==> src/rtl/mc_seq_ctrl.sv <==
// mc_seq_ctrl: multicycle MIPS-style control sequencer.
// Walks FETCH/DECODE and the per-instruction execute states, and drives the
// datapath control lines from the current state.
// Optional feature: define MC_ADDI_EN to add the ADDIEX/ADDIWB path for addi;
// without it, addi is reported as an illegal opcode.
module mc_seq_ctrl (
  input  logic       clk,
  input  logic       reset,
  input  logic [5:0] op,
  input  logic       mem_ready,
  output logic       pcwrite,
  output logic       pcwritecond,
  output logic       iord,
  output logic       memread,
  output logic       memwrite,
  output logic       irwrite,
  output logic       memtoreg,
  output logic       regwrite,
  output logic       regdst,
  output logic       alusrca,
  output logic [1:0] pcsource,
  output logic [1:0] aluop,
  output logic [1:0] alusrcb,
  output logic [3:0] state,
  output logic       illegal_op
);

  localparam logic [5:0] OP_R    = 6'b000000;
  localparam logic [5:0] OP_LW   = 6'b100011;
  localparam logic [5:0] OP_SW   = 6'b101011;
  localparam logic [5:0] OP_BEQ  = 6'b000100;
  localparam logic [5:0] OP_J    = 6'b000010;
`ifdef MC_ADDI_EN
  localparam logic [5:0] OP_ADDI = 6'b001000;
`endif

  typedef enum logic [3:0] {
    S_FETCH  = 4'd0,
    S_DECODE = 4'd1,
    S_MEMADR = 4'd2,
    S_MEMRD  = 4'd3,
    S_MEMWB  = 4'd4,
    S_MEMWR  = 4'd5,
    S_EXEC   = 4'd6,
    S_ALUWB  = 4'd7,
    S_BRANCH = 4'd8,
    S_JUMP   = 4'd9
`ifdef MC_ADDI_EN
    , S_ADDIEX = 4'd10
    , S_ADDIWB = 4'd11
`endif
  } state_e;

  state_e state_q;
  state_e state_d;
  logic   op_supported;

  // Flag opcodes this build can execute; anything else is illegal in DECODE.
  always_comb begin
    op_supported = 1'b0;
    case (op)
      OP_R, OP_LW, OP_SW, OP_BEQ, OP_J: op_supported = 1'b1;
`ifdef MC_ADDI_EN
      OP_ADDI:                          op_supported = 1'b1;
`endif
      default:                          op_supported = 1'b0;
    endcase
  end

  // Next-state selection; memory states hold until mem_ready, and op is only looked at in DECODE and MEMADR.
  always_comb begin
    state_d = state_q;
    case (state_q)
      S_FETCH:  state_d = mem_ready ? S_DECODE : S_FETCH;
      S_DECODE: begin
        case (op)
          OP_LW, OP_SW: state_d = S_MEMADR;
          OP_R:         state_d = S_EXEC;
          OP_BEQ:       state_d = S_BRANCH;
          OP_J:         state_d = S_JUMP;
`ifdef MC_ADDI_EN
          OP_ADDI:      state_d = S_ADDIEX;
`endif
          default:      state_d = S_FETCH;
        endcase
      end
      S_MEMADR: state_d = (op == OP_SW) ? S_MEMWR : S_MEMRD;
      S_MEMRD:  state_d = mem_ready ? S_MEMWB : S_MEMRD;
      S_MEMWB:  state_d = S_FETCH;
      S_MEMWR:  state_d = mem_ready ? S_FETCH : S_MEMWR;
      S_EXEC:   state_d = S_ALUWB;
      S_ALUWB:  state_d = S_FETCH;
      S_BRANCH: state_d = S_FETCH;
      S_JUMP:   state_d = S_FETCH;
`ifdef MC_ADDI_EN
      S_ADDIEX: state_d = S_ADDIWB;
      S_ADDIWB: state_d = S_FETCH;
`endif
      default:  state_d = S_FETCH;
    endcase
  end

  // State register with synchronous reset back to FETCH.
  always_ff @(posedge clk) begin
    if (reset) begin
      state_q <= S_FETCH;
    end else begin
      state_q <= state_d;
    end
  end

  // Control decode from the current state; reset blanks every control so no write escapes mid-instruction.
  always_comb begin
    pcwrite     = 1'b0;
    pcwritecond = 1'b0;
    iord        = 1'b0;
    memread     = 1'b0;
    memwrite    = 1'b0;
    irwrite     = 1'b0;
    memtoreg    = 1'b0;
    regwrite    = 1'b0;
    regdst      = 1'b0;
    alusrca     = 1'b0;
    pcsource    = 2'b00;
    aluop       = 2'b00;
    alusrcb     = 2'b00;
    illegal_op  = 1'b0;
    if (!reset) begin
      case (state_q)
        S_FETCH: begin
          memread = 1'b1;
          alusrcb = 2'b01;
          irwrite = mem_ready;
          pcwrite = mem_ready;
        end
        S_DECODE: begin
          alusrcb    = 2'b11;
          illegal_op = !op_supported;
        end
        S_MEMADR: begin
          alusrca = 1'b1;
          alusrcb = 2'b10;
        end
        S_MEMRD: begin
          memread = 1'b1;
          iord    = 1'b1;
        end
        S_MEMWB: begin
          regwrite = 1'b1;
          memtoreg = 1'b1;
        end
        S_MEMWR: begin
          memwrite = 1'b1;
          iord     = 1'b1;
        end
        S_EXEC: begin
          alusrca = 1'b1;
          aluop   = 2'b10;
        end
        S_ALUWB: begin
          regwrite = 1'b1;
          regdst   = 1'b1;
        end
        S_BRANCH: begin
          alusrca     = 1'b1;
          aluop       = 2'b01;
          pcwritecond = 1'b1;
          pcsource    = 2'b01;
        end
        S_JUMP: begin
          pcwrite  = 1'b1;
          pcsource = 2'b10;
        end
`ifdef MC_ADDI_EN
        S_ADDIEX: begin
          alusrca = 1'b1;
          alusrcb = 2'b10;
        end
        S_ADDIWB: begin
          regwrite = 1'b1;
        end
`endif
        default: begin
        end
      endcase
    end
  end

  assign state = state_q;

endmodule

==> config.mk <==
export PLATFORM = sky130hd
export DESIGN_NAME = mc_seq_ctrl
export DESIGN_NICKNAME = d
export VERILOG_FILES = /design/src/rtl/mc_seq_ctrl.sv
export SDC_FILE = /design/constraint.sdc
export NUM_CORES = 1
export LEC_CHECK = 0
export BUFFER_PORTS_ARGS = -buffer_cell sky130_fd_sc_hd__buf_2
export CAP_MARGIN = 5
export CORE_AREA = 2 2 39 41
export DETAILED_ROUTE_END_ITERATION = 10
export DIE_AREA = 0 0 41 43
export PLACE_DENSITY = 0.72
export SLEW_MARGIN = 20
export SYNTH_ARGS = -nofsm -noshare
export SYNTH_HDL_FRONTEND = slang
export SYNTH_SLANG_ARGS = --single-unit
==> constraint.sdc <==
create_clock -name clk -period 1.3 [get_ports clk]
set_input_delay 0.195 -clock clk [delete_from_list [all_inputs] [get_ports clk]]
set_output_delay 0.195 -clock clk [all_outputs]
set_load 0.02 [all_outputs]
* Word-level counts from Yosys, hierarchy flattened
Cells that the tools add are included.
Cells by class: reductions and logical operators 9, equal/unequal tests 13, mux-type cells 35
Operators by type and width (count):
- case mux 4 bit (6 select lines) | 1
- 2-to-1 mux 1 bit | 23
- == test 4 x 3 -> 1 bit, second input constant | 4
- case mux 4 bit (4 select lines) | 1
- == test 6 bit, second input constant | 2
- 2-to-1 mux 3 bit | 3
- == test 4 x 2 -> 1 bit, second input constant | 2
- == test 4 bit, second input constant | 2
- case mux 2 bit (2 select lines) | 2
- OR reduction 2 bit | 4
- == test 6 x 2 -> 1 bit, second input constant | 1
- == test 6 x 3 -> 1 bit, second input constant | 1
- logical NOT 6 bit | 1
- 2-to-1 mux 2 bit | 3
- case mux 2 bit (3 select lines) | 1
- OR reduction 5 bit | 1
- == test 4 x 1 -> 1 bit, second input constant | 1
- logical NOT 4 bit | 1
- OR reduction 3 bit | 1
- case mux 1 bit (2 select lines) | 1
- logical NOT 1 bit | 1
Storage, ports and cells: bits of input ports 9, output and inout port bits 21, bits in registers 4, logic and storage cells 58

* Depth between registers and ports, before layout
word-level depth 6, mapped depth 5, mapped depth without buffers 4

* Worst setup path before layout
No wires, ideal clock.
path kind flip-flop to output port, from register state_q[3] (netlist: state[3]), to output pcsource[0], cell stages (with the launch flop) 4, arrival time 1.549 ns, setup slack -0.444 ns, path through dfxtp_1 nand3_1 nor3_1 buf_4
On the way: cells in the longest elaborated chain, start to end 3, elaborated cells on any way between the ends 4, classes of those cells eq/ne: 2; mux: 2
Ends and longest elaborated chain:
- start: declaration | line 54 | state_e state_q;
- start signal: assignment | line 108 | state_q <= state_d;
- == test 4 bit | line 129 | case (state_q)
- case mux 2 bit (2 select lines) * | line 129
- 2-to-1 mux 2 bit * | line 128 | if (!reset) begin
- end: declaration | line 21 | output logic [1:0] pcsource,
Every way passes the cells marked *; elsewhere a longest branch is shown, timed or not.

* Worst setup path after layout
from register state_q[1] (netlist: state[1]), to output pcwrite
On the way: cells in the longest elaborated chain, start to end 3, elaborated cells on any way between the ends 4, classes of those cells eq/ne: 1; mux: 2; reduce/logical: 1
Ends and longest elaborated chain:
- == test 4 bit / logical NOT 4 bit (equally long branches) | line 129
- case mux 1 bit (2 select lines) * | line 129
- 2-to-1 mux 1 bit * | line 128
- end: declaration | line 11 | output logic pcwrite,
Marks and branches as above.

==> run_results.csv <==
group,metric,value,unit
placement,numPortBuffers,29,
cells_and_area,syn2layout_area_growth,93.7,%
cells_and_area,fill_cells,102,
status,status,"finished with violations",
timing,finalSetupViolations,20,
yosys,ys.flop_type,"dfxtp_1",
clocking,root_buffer,"clkbuf_4",
cells_and_area,drive_above_1_share,74.3,%
grt,grt_usage,21.0,%
die,fp.dieW,41,um
yosys,seq_area_frac_synth,15.6,%
hold_path,holdPathEnd,"state[3]",
timing,relSlewSlack,79.6,%
die,start_util,37.1,%
power_and_ir_drop,leakage,0.471,nW
cells_and_area,seq_area,95.1,sq um
critical_path,ff2ff_path_depth,5,
clocking,clk_pin_slew,0.04,ns
critical_path,cp_max_fo,9,
power_and_ir_drop,ir_worst_vdd,0.215,mV
timing,setup_ws,-0.184,ns
timing,rsz0062_at_grt,"yes",
die,floorplan.rows,14,
placement,gp_congestion,0.787,
clocking,clockBufferDepth,2,
cells_and_area,final_common_cell,"buf_4",
cells_and_area,layout_common_cells,"buf_4, buf_2, buf_6",
timing,drv_slew,0,
cells_and_area,diodes,0,
hold_path,min_path_cells,2,
die,die_y,43,um
clocking,clk-insertion-delay-late,0.24,ns
yosys,synthArstFlopShare,0,%
clocking,cts-hold-fix-buffers,0,
clocking,cts_buffers,3,
critical_path,crit_required,1.11,ns
clocking,htreeDepth,1,
drt,wl_per_cell,15.3,um
die,design.die.area,1760,sq um
critical_path,r2r_end,"state[0]",
timing,fin_crit,1.48,ns
drt,postRouteAntennaNets,0,
hold_path,min-delay-path-class,"in -> reg",
power_and_ir_drop,power.total,465,uW
placement,post_dp_cell_area,768,sq um
yosys,yosys_warnings,0,
drt,dr.pass1.iters,4,
grt,antenna_found_initial,0,
timing,fin_skew,0.0102,ns
yosys,synth_area,513,sq um
grt,grt_pass1_wl,2580,um
critical_path,critical_path_class,"reg -> out",
drt,drtIter0Drc,18,
timing,tightest_slew,0.301,ns
timing,max_freq,674,MHz
die,core-area,1380,sq um
cells_and_area,largest_reg_flops,4,
drt,routed_wl,1980,um
clocking,cts_tree,"built",
critical_path,critPathLaunchType,"register",
drt,viasPerCell,5.32,
clocking,clkSinkCount,4,
flow_run,cap_violations,0,
drt,via_count,686,
die,io_pins,30,
yosys,synth.avg_cell_area,7.66,sq um
critical_path,r2r_start,"state[1]",
grt,grt_max_degree,12,
timing,hold_viol_final,0,
grt,grt_pass1_vias,615,
yosys,synth.net_count,76,
yosys,synth.distinct_cells,34,
critical_path,reg2reg_slack,-0.07,ns
cells_and_area,postLayoutCellArea,993,sq um
critical_path,critPathArrivalTime,1.29,ns
status,failed_checks,"setup timing",
drt,drc,0,
placement,place_hpwl,1090,um
cells_and_area,nNetsFinal,123,
yosys,synth-seq-cells,4,
yosys,syn_inst,67,
timing,fin_crit_sh,114,%
hold_path,min-delay-start,"op[4]",
cells_and_area,multi_input_area,478,sq um
power_and_ir_drop,powerDensity,468,nW/um^2
critical_path,critPathCaptureType,"output pin",
yosys,synth-edff-count,0,
grt,overflow,0,
-- power by group --
| part | switching (mW) | internal, mW | total (mW) |
|---|---|---|---|
| Clock | 0.0576 | 0.116 | 0.173 |
| Sequential | 0.00888 | 0.119 | 0.128 |
| Combinational | 0.0845 | 0.0789 | 0.163 |
-- worst max path at each step --
stage	startpoint	end	slack, ns	cells past startpoint
final	state[1]	pcwrite	-0.18	4
after global routing	state[3]	pcwrite	-0.24	5
after CTS	state[3]	pcwrite	-0.17	5
after detailed placement	op[0]	illegal_op	-0.04	5
after global placement	op[0]	illegal_op	-0.02	5
after floorplan	state[2]	pcwrite	-0.11	5
-- metrics by stage --
step | setup WS, ns | setup TNS [ns] | hold slack, ns | std cells | util, %
CTS | -0.174 | -1.50 | 0.149 | 126 | 65.2
detailed placement | -0.0417 | -0.0633 | 0.389 | 117 | 55.5
finish | -0.184 | -1.96 | 0.176 | 129 | 71.8
global placement | -0.0206 | -0.0274 | 0.386 | 117 | 55.5
floorplan | -0.106 | -0.187 | 0.264 | 67 | -
global route | -0.235 | -3.02 | 0.194 | 129 | 71.8
-- cells in the mapped netlist, types with 2 or more instances --
cell | number | share of area (%)
o21ai_1 | 2 | 2.0
buf_4 | 3 | 4.4
nor4b_4 | 2 | 9.3
and3_1 | 2 | 2.4
nor3_1 | 4 | 3.9
nand2_1 | 3 | 2.2
inv_1 | 2 | 1.5
nor2_1 | 13 | 9.5
dfxtp_1 | 4 | 16
nand3_1 | 4 | 3.9
nor2b_1 | 3 | 3.7
a21oi_1 | 3 | 2.9
-- final cells by class --
type | count | share of cell area, %
sequential | 4 | 9.57
timing repair buffer | 46 | 36.0
inverter | 3 | 1.64
tap | 16 | 2.02
clock buffer | 4 | 2.64
multi-input combinational | 56 | 48.1
-- cell families after synthesis --
| logic type | Yosys count | synth area share (%) |
|---|---|---|
| DFF | 4 | 15.6 |
| xor gates and xnor gates | 2 | 3.42 |
| and+or+nand+nor | 41 | 53.2 |
| buffers and inverters | 7 | 8.78 |
| AOI/OAI and AO/OA | 12 | 16.8 |
| muxes | 1 | 2.19 |
-- worst max-delay path, cell delays in order (launching register included) --
cell and delay, ns:
dfxtp_4 0.42, nand2b_4 0.21, nor2_2 0.07, or2_4 0.22, buf_6 0.13
-- per-layer routing --
metal  GRT usage, %  vias to the layer above  part of all wire [%]
met5              0                        -                     0
met4           8.67                        0                   2.4
met3           3.14                        6                   2.8
met2           34.4                       22                    52
met1           25.9                      324                    43
li1               -                      334                     -
-- what timing repair did --
action | in CTS | in global routing
setup buffers | 5 | 3
endpoints found under the setup margin | 16 | 19
resized for setup | 26 | 19
gates cloned | 0 | 0
pin swaps | 0 | 3
Power figures use the tool's default switching activity.
